## config.mk

```make
export PLATFORM = sky130hd
export DESIGN_NAME = uart_msg_responder
export DESIGN_NICKNAME = d
export VERILOG_FILES = /design/src/rtl/uart_msg_responder.sv
export SDC_FILE = /design/constraint.sdc
export NUM_CORES = 1
export LEC_CHECK = 0
export CAP_MARGIN = 30
export CORE_MARGIN = 2
export CORE_UTILIZATION = 55
export CTS_BUF_LIST = sky130_fd_sc_hd__clkbuf_4
export CTS_CLUSTER_DIAMETER = 40
export DETAILED_ROUTE_END_ITERATION = 6
export GPL_TIMING_DRIVEN = 0
export PLACE_DENSITY = 0.77
export SETUP_SLACK_MARGIN = 0.2
export SYNTH_ARGS = -nofsm -noshare
export SYNTH_HDL_FRONTEND = slang
export SYNTH_SLANG_ARGS = --single-unit
```

## constraint.sdc

```tcl
create_clock -name clk -period 3.7 [get_ports clk]
set_input_delay 0.74 -clock clk [delete_from_list [all_inputs] [get_ports clk]]
set_output_delay 0.74 -clock clk [all_outputs]
set_load 0.05 [all_outputs]
```

## src/rtl/uart_msg_responder.sv

```systemverilog
// Command/response debug responder: a UART command byte selects a ROM message that is streamed to the
// UART transmitter one byte per tx_start/tx_done handshake. Optional feature macro: MSG_CRLF_EN (appends CR LF).
module uart_msg_responder #(
   parameter int                                ADDR_W         = 4,
   parameter int                                NUM_MSG        = 4,
   parameter logic [8*(2**ADDR_W)-1:0]          ROM_INIT       = "sabroXERR?",
   parameter logic [ADDR_W*NUM_MSG-1:0]         MSG_START      = 16'h6520,
   parameter logic [ADDR_W*NUM_MSG-1:0]         MSG_LEN        = 16'h4132,
   parameter int                                GAP_CYCLES     = 8,
   parameter int                                TIMEOUT_CYCLES = 1024
) (
   input  logic       clk,
   input  logic       reset,
   input  logic       rx_done,
   input  logic [7:0] rx_data,
   input  logic       tx_done,
   output logic       tx_start,
   output logic [7:0] tx_data,
   output logic       busy,
   output logic       cmd_err,
   output logic       tx_timeout
);

   // Handshake: tx_start is a one-cycle pulse in SEND with tx_data valid; tx_data holds through WAIT
   // until the single-cycle tx_done. rx_done is a single-cycle strobe honoured only in IDLE.

   localparam int ROM_DEPTH = 2**ADDR_W;

   // ROM_INIT is read in string order: its first character lands at address 0.
   function automatic logic [8*ROM_DEPTH-1:0] build_rom(input logic [8*ROM_DEPTH-1:0] init);
      logic [8*ROM_DEPTH-1:0] rom;
      int n;
      rom = '0;
      n   = 0;
      for (int i = 0; i < ROM_DEPTH; i++)
         if (init[8*i +: 8] != 8'h00) n = i + 1;
      for (int i = 0; i < ROM_DEPTH; i++)
         if (i < n) rom[8*i +: 8] = init[8*(n-1-i) +: 8];
      return rom;
   endfunction

   localparam logic [8*ROM_DEPTH-1:0] ROM = build_rom(ROM_INIT);

   function automatic logic [7:0] rom_byte(input logic [ADDR_W-1:0] a);
      logic [7:0] b;
      b = 8'h00;
      for (int i = 0; i < ROM_DEPTH; i++)
         if (a == ADDR_W'(i)) b = ROM[8*i +: 8];
      return b;
   endfunction

   typedef enum logic [2:0] {
      IDLE = 3'd0,
      LOAD = 3'd1,
      SEND = 3'd2,
      WAIT = 3'd3,
      GAP  = 3'd4
   } state_t;

   state_t              state_q, state_d;
   logic [7:0]          cmd_q, cmd_d;
   logic [ADDR_W-1:0]   off_q, off_d;
   logic [31:0]         cnt_q, cnt_d;
`ifdef MSG_CRLF_EN
   logic [1:0]          phase_q, phase_d;
`endif

   logic [ADDR_W-1:0]   msg_start;
   logic [ADDR_W-1:0]   msg_len;
   logic                cmd_bad;
   logic [ADDR_W-1:0]   addr;

   // Command decode: 1..NUM_MSG-1 pick message cmd-1, everything else the error message.
   always_comb begin
      msg_start = MSG_START[ADDR_W*(NUM_MSG-1) +: ADDR_W];
      msg_len   = MSG_LEN[ADDR_W*(NUM_MSG-1) +: ADDR_W];
      cmd_bad   = 1'b1;
      for (int k = 0; k < NUM_MSG-1; k++) begin
         if (cmd_q == 8'(k+1)) begin
            msg_start = MSG_START[ADDR_W*k +: ADDR_W];
            msg_len   = MSG_LEN[ADDR_W*k +: ADDR_W];
            cmd_bad   = 1'b0;
         end
      end
   end

   assign addr = msg_start + off_q;

   always_ff @(posedge clk or posedge reset) begin
      if (reset) begin
         state_q <= IDLE;
         cmd_q   <= 8'h00;
         off_q   <= '0;
         cnt_q   <= '0;
`ifdef MSG_CRLF_EN
         phase_q <= 2'd0;
`endif
      end else begin
         state_q <= state_d;
         cmd_q   <= cmd_d;
         off_q   <= off_d;
         cnt_q   <= cnt_d;
`ifdef MSG_CRLF_EN
         phase_q <= phase_d;
`endif
      end
   end

   always_comb begin
      state_d    = state_q;
      cmd_d      = cmd_q;
      off_d      = off_q;
      cnt_d      = cnt_q;
`ifdef MSG_CRLF_EN
      phase_d    = phase_q;
`endif
      tx_start   = 1'b0;
      cmd_err    = 1'b0;
      tx_timeout = 1'b0;
      case (state_q)
         IDLE: begin
            if (rx_done && rx_data != 8'h00) begin
               cmd_d   = rx_data;
               state_d = LOAD;
            end
         end
         LOAD: begin
            cmd_err = cmd_bad;
            off_d   = '0;
            cnt_d   = '0;
`ifdef MSG_CRLF_EN
            phase_d = 2'd0;
`endif
            state_d = (msg_len == '0) ? IDLE : SEND;
         end
         SEND: begin
            tx_start = 1'b1;
            cnt_d    = '0;
            state_d  = WAIT;
         end
         WAIT: begin
            // tx_done wins over a timeout expiring in the same cycle.
            if (tx_done) begin
               cnt_d   = '0;
               state_d = (GAP_CYCLES > 0) ? GAP : SEND;
`ifdef MSG_CRLF_EN
               if (phase_q == 2'd2) begin
                  state_d = IDLE;
               end else if (phase_q == 2'd1) begin
                  phase_d = 2'd2;
               end else if (off_q == msg_len - 1'b1) begin
                  phase_d = 2'd1;
               end else begin
                  off_d = off_q + 1'b1;
               end
`else
               if (off_q == msg_len - 1'b1) state_d = IDLE;
               else                         off_d   = off_q + 1'b1;
`endif
            end else if (TIMEOUT_CYCLES > 0 && cnt_q >= 32'(TIMEOUT_CYCLES - 1)) begin
               tx_timeout = 1'b1;
               state_d    = IDLE;
            end else if (cnt_q != '1) begin
               cnt_d = cnt_q + 1'b1;
            end
         end
         GAP: begin
            if (cnt_q >= 32'(GAP_CYCLES - 1)) state_d = SEND;
            else                              cnt_d   = cnt_q + 1'b1;
         end
         default: state_d = IDLE;
      endcase
   end

   always_comb begin
      tx_data = 8'h00;
      if (state_q == SEND || state_q == WAIT) begin
`ifdef MSG_CRLF_EN
         case (phase_q)
            2'd1:    tx_data = 8'h0D;
            2'd2:    tx_data = 8'h0A;
            default: tx_data = rom_byte(addr);
         endcase
`else
         tx_data = rom_byte(addr);
`endif
      end
   end

   assign busy = (state_q != IDLE);

endmodule

```

==> flow_summary.ini, run 1 <==
[die]
initial_core_util = 0.566
fp.dieW_um = 73.2
core-area_mm2 = 0.00466
rows = 25
die_y_um = 73.2
io_pins = 24
dieArea_mm2 = 0.00536

[sta]
rsz0062_at_grt = yes
drv_slew = 0
min_period_over_period = 1.03
tightest_slew_ps = 720
setup_viol = 5
fmax_mhz = 263
tns_ps = -214
clock_skew_ps = 17.8
min_period_ps = 3800
setup_ws_ps = -98.5
slew-limit-headroom = 0.516
hold_viol = 0

[power_and_ir_drop]
combinationalPowerShare = 0.572
clkPwrFrac = 0.131
vdd_drop_max_v = 0.000348
p_per_area_mw_per_mm2 = 697
p_switching_uw = 1010
switching_share = 0.451
seqPwrFrac = 0.297
p_int_uw = 1230
power.leakage_uw = 0.00132
p_total_uw = 2250

[grt]
antenna_found_initial = 0
grt_pass1_wl_mm = 9.34
grt_usage = 0.222
grt_pass1_vias = 2081
grt_max_degree = 45
overflow = 0

[critical_path]
cp-start-kind = register
max_stage_delay_ps = 570
cp_cell_sequence = or4_4 > nor2_4 > nand2_2 > nor2_2 > ha_2 > fa_2 > xor2_2 > nor2_2 > or3_4 > a21oi_4 > buf_6
path_class = reg2out
crit_fanout = 4
worst_path_max_delay_cell = or4_4
critPathCaptureType = primary output
path_common_cell = nor2_2
crit_required_ps = 2960
cp_data_arrival_time_ps = 3060

[layout]
synthToLayoutAreaGrowth_pct = 22.3
fin_nets = 329
layout.cells.non_filler = 364
final_cell_mix = 47 x dfrtp_1, 18 x nor2_1, 15 x a21oi_1, 15 x nand2_1, 15 x and2_1
fin_area_mm2 = 0.00322
layout_commonest_cell = dfrtp_1
drive_gt1_frac = 0.210
diodes = 0

[synth]
synth_top_area_frac = 0.446
post-synth-top-area-cell = dfrtp_1
syn_nets = 292
synth_area_mm2 = 0.00264
postSynth.asyncResetShare = 1.00
synth_enable_flop_cells = 0
ys_warn_count = 0
syn_area_per_cell_um2 = 9.66
yosysSeqAreaShare = 0.446
synthCells = 273
synth_area_leaders = dfrtp_1 45%, a21oi_1 4.2%, and2_1 3.6%
synth-main-ff-cell = dfrtp_1
ys_types = 53
yosys_register_bits = 47

[clock_tree]
cts_hold_buffers = 0
cts_buffers = 5
clk_latency_ps = 360
root_buffer = clkbuf_4
clock_sinks = 47
cts_tree = yes
clk_pin_slew_ps = 110
clk_path_buf_depth = 2
ctsHtreeMaxLevel = 2

[run_status]
failed_checks = negative setup slack
outcome = finished with violations

[route]
dr.pass1.iters = 4
drc = 0
wirelength_mm = 5.46
viasPerCell = 6.08
drtIter0Drc = 121
via_count = 2214
ant_nets = 0
wire_per_inst_um = 15.0

[placement]
pre_cts_ws_ps = -628
hpwlAfterDp_mm = 3.94
dp.cells = 350
postPlaceCellArea_mm2 = 0.00300
port_buffers = 22
place_congestion = 0.863

[hold_path]
hold_class = reg2reg

[run]
maxCapViolCount = 0
-- worst paths after layout --
check                                from    endpoint  slack, ps  cells after the start
worst max-delay path             cmd_q[7]  tx_data[4]       -100                     11
worst min-delay path            cnt_q[30]   cnt_q[30]        510                      1
worst max register to register   cmd_q[7]    off_q[0]       1070                      9
worst min register to register  cnt_q[30]   cnt_q[30]        510                      1
max in group asynchronous           reset   cnt_q[27]       2710                      3
min in group asynchronous           reset    cmd_q[4]        560                      2
-- cells in the mapped netlist, types with 2 or more instances --
master / n
ha_1: 6
nor2_1: 21
a21oi_1: 22
mux2_2: 8
xnor2_1: 7
nor3b_1: 4
a21o_1: 3
nand4_1: 9
dfrtp_1: 47
and3_1: 4
xor2_1: 3
nor3_1: 6
o22ai_1: 2
clkbuf_1: 5
nand3_1: 11
or2_2: 2
o31ai_1: 5
a2111oi_0: 3
nor4_1: 10
o21a_1: 3
nor4b_1: 2
nand3b_1: 2
a21boi_0: 2
inv_1: 14
o21ai_0: 9
and2_1: 15
nand2_1: 16
or3_1: 3
or4_4: 2
nand2b_1: 4
-- power by group through the flow --
stage	registers, uW	logic [uW]	clock network [uW]
CTS	668	1270	304
finish	668	1290	294
global route	683	1400	318
detailed placement	676	1160	0
floorplan	655	881	0
global placement	670	1140	0
-- worst max-delay path: cells and delay by family (launching register included) --
family                     cells  cell delay (ps)
adders and majority gates      2              490
xor gates and xnor gates       1              180
AOI/OAI and AO/OA              1              130
DFF                            1              390
buffers and inverters          1              180
and+or+nand+nor                6             1360
-- logic make-up after synthesis --
group / synth area share
AOI/OAI and AO/OA: 0.168
DFF: 0.446
xor gates and xnor gates: 0.0332
muxes: 0.0380
buffers and inverters: 0.0299
adders and majority gates: 0.0361
other: 0.00142
and+or+nand+nor: 0.247
-- flip-flops by register name, indices dropped and copies added, names as in the netlist --
register  count
cmd_q         8
cnt_q        32
off_q         4
state_q       3
-- final cells by class --
type | count | area, um2
multi-input combinational | 206 | 1530
buffer | 6 | 26.3
tap | 54 | 67.6
clock buffer | 5 | 37.5
inverter | 14 | 52.6
fill | 354 | 1440
sequential | 47 | 1180
timing repair buffer | 30 | 297
clock inverter | 2 | 37.5
-- routing by layer --
layer | track usage | up-vias | part of all wire
met3 | 0.0414 | 13 | 0.028
li1 | - | 1073 | -
met2 | 0.360 | 44 | 0.50
met5 | 0 | - | 0
met4 | 0.0761 | 0 | 0.016
met1 | 0.301 | 1084 | 0.46
-- metrics by stage --
step                      hold slack, ps   util
after floorplan                      455      -
after global placement               480  0.640
after detailed placement             488  0.645
after CTS                            517  0.688
after global routing                 527  0.692
final                                510  0.692
-- what timing repair did --
item,CTS,global route
resized for setup,65,4
hold endpoints to repair,0,0
endpoints found under the setup margin,8,7
pin swaps,8,3
setup buffers,7,0
No activity file was read; power rests on OpenSTA's default activity.
==> inputs of run 2 (changes only) <==
CORE_MARGIN = default   (was 2)
PLACE_DENSITY = default   (was 0.77)
PLACE_DENSITY_LB_ADDON = 0.25   (was default)
==> flow_summary.ini, run 2 (synthesis gave the netlist of run 1 again) <==
[route]
drtIter0Drc = 127
ant_nets = 0
viasPerCell = 6.23
dr.pass1.iters = 6
wirelength_mm = 6.29
via_count = 2291
wire_per_inst_um = 17.1
drc = 2

[clock_tree]
cts_tree = yes
ctsHtreeMaxLevel = 2
clock_sinks = 47
clk_pin_slew_ps = 120
clk_latency_ps = 360
root_buffer = clkbuf_4
clk_path_buf_depth = 2
cts_hold_buffers = 0
cts_buffers = 5

[layout]
drive_gt1_frac = 0.241
fin_util = 0.760
diodes = 0
top_register = cnt_q
layout_commonest_cell = dfrtp_1
fin_nets = 334
final_cell_mix = 47 x dfrtp_1, 17 x nor2_1, 15 x a21oi_1, 15 x and2_1
reg.largest.list = cnt_q: 32 flops, cmd_q: 8 flops, off_q: 4 flops
synthToLayoutAreaGrowth_pct = 28.9
largest_register_ffs = 32

[sta]
clock_skew_ps = 12.1
tns_ps = -658
drv_slew = 0
tightest_slew_ps = 742
min_period_over_period = 1.04
setup_ws_ps = -157
setup_viol = 7
slew-limit-headroom = 0.501
fmax_mhz = 259
rsz0062_at_grt = yes
hold_viol = 0
min_period_ps = 3860

[run_status]
failed_checks = design-rule violations, negative setup slack
outcome = finished with violations

[grt]
gr-max-usage-layer = met2
grt_pass1_wl_mm = 10.5
overflow = 0
globalRouteMet1Util = 0.326
grt_usage = 0.265
grt_pass1_vias = 2307
use_met2 = 0.470
antenna_found_initial = 0
grt_max_degree = 26
grtUsageMet3 = 0.0478

[critical_path]
worst_path_max_delay_cell = or4_4
max_stage_delay_ps = 580
r2r_end = off_q[0]
critPathCaptureType = primary output
cp_data_arrival_time_ps = 3120
path_class = reg2out
cp_cell_sequence = or4_4 > nor2_4 > nand2_4 > buf_6 > fa_2 > xor2_4 > nor2_4 > or3_4 > a21oi_4 > buf_6
r2r_cells = 10
crit_required_ps = 2960
path_delay_family = simple AND/OR/NAND/NOR gates
cp-start-kind = register
r2r-start = cmd_q[3]
critPathBufInv = 2
crit_fanout = 4
ff2ff_setup_slack_ps = 910

[hold_path]
hold_end = cmd_q[6]
holdCritStartpoint = cmd_q[6]
whs_path_depth = 1
hold_class = reg2reg

[die]
io_pins = 24
rows = 24
core-area_mm2 = 0.00447
dieArea_mm2 = 0.00507
fp.dieW_um = 71.2
die_y_um = 71.2
initial_core_util = 0.589

[power_and_ir_drop]
p_total_uw = 2450
power.leakage_uw = 0.00139
p_per_area_mw_per_mm2 = 720
vdd_drop_max_v = 0.000444

[placement]
place_congestion = 0.850
port_buffers = 22
hpwlAfterDp_mm = 4.07

[run]
maxCapViolCount = 0
==> run 2: cell type report <==
cell class | count | area (um2)
inverter | 14 | 52.6
timing repair buffer | 35 | 360
sequential | 47 | 1180
clock inverter | 2 | 60.1
buffer | 6 | 26.3
clock buffer | 6 | 45.0
multi-input combinational | 206 | 1610
fill | 277 | 1080
tap | 52 | 65.1
==> run 2: metrics by stage <==
| step | instances | worst slack, ps | cell area [um2] | hold slack, ps |
|---|---|---|---|---|
| floorplan | 273 | 79.6 | 2700 | 455 |
| global placement | 347 | -531 | 2980 | 480 |
| detailed placement | 348 | -615 | 3010 | 485 |
| CTS | 367 | -130 | 3350 | 515 |
| global route | 368 | -251 | 3400 | 543 |
| finish | 368 | -157 | 3400 | 513 |
==> run 2: what timing repair did <==
item,in CTS,in global routing
setup endpoints to repair,8,7
resized for setup,79,8
pin swaps,12,8
buffers inserted,11,1
==> run 2: routing by layer <==
layer | up-vias | routed length, um
met2 | 57 | 3350
li1 | 1089 | -
met5 | - | 0
met3 | 15 | 252
met4 | 0 | 168
met1 | 1130 | 2520
==> run 2: where the power goes <==
group	total, uW	internal [uW]	switching [uW]	leakage, uW
logic	1390	551	836	0.000701
registers	679	589	89.9	0.000634
clock network	381	218	162	0.0000559
total	2450	1360	1090	0.00139
==> run 2: worst max-delay path by stage <==
| stage | from | to | slack (ps) | cells past startpoint |
|---|---|---|---|---|
| 6_report | cmd_q[3] | tx_data[4] | -160 | 10 |
| 5_1_grt | cmd_q[3] | tx_data[3] | -250 | 10 |
| 4_1_cts | cmd_q[7] | tx_data[4] | -130 | 11 |
| 3_5_place_dp | cmd_q[3] | tx_data[4] | -610 | 10 |
| 3_3_place_gp | cmd_q[3] | tx_data[4] | -530 | 10 |
| 2_1_floorplan | cmd_q[3] | tx_data[3] | 80 | 9 |
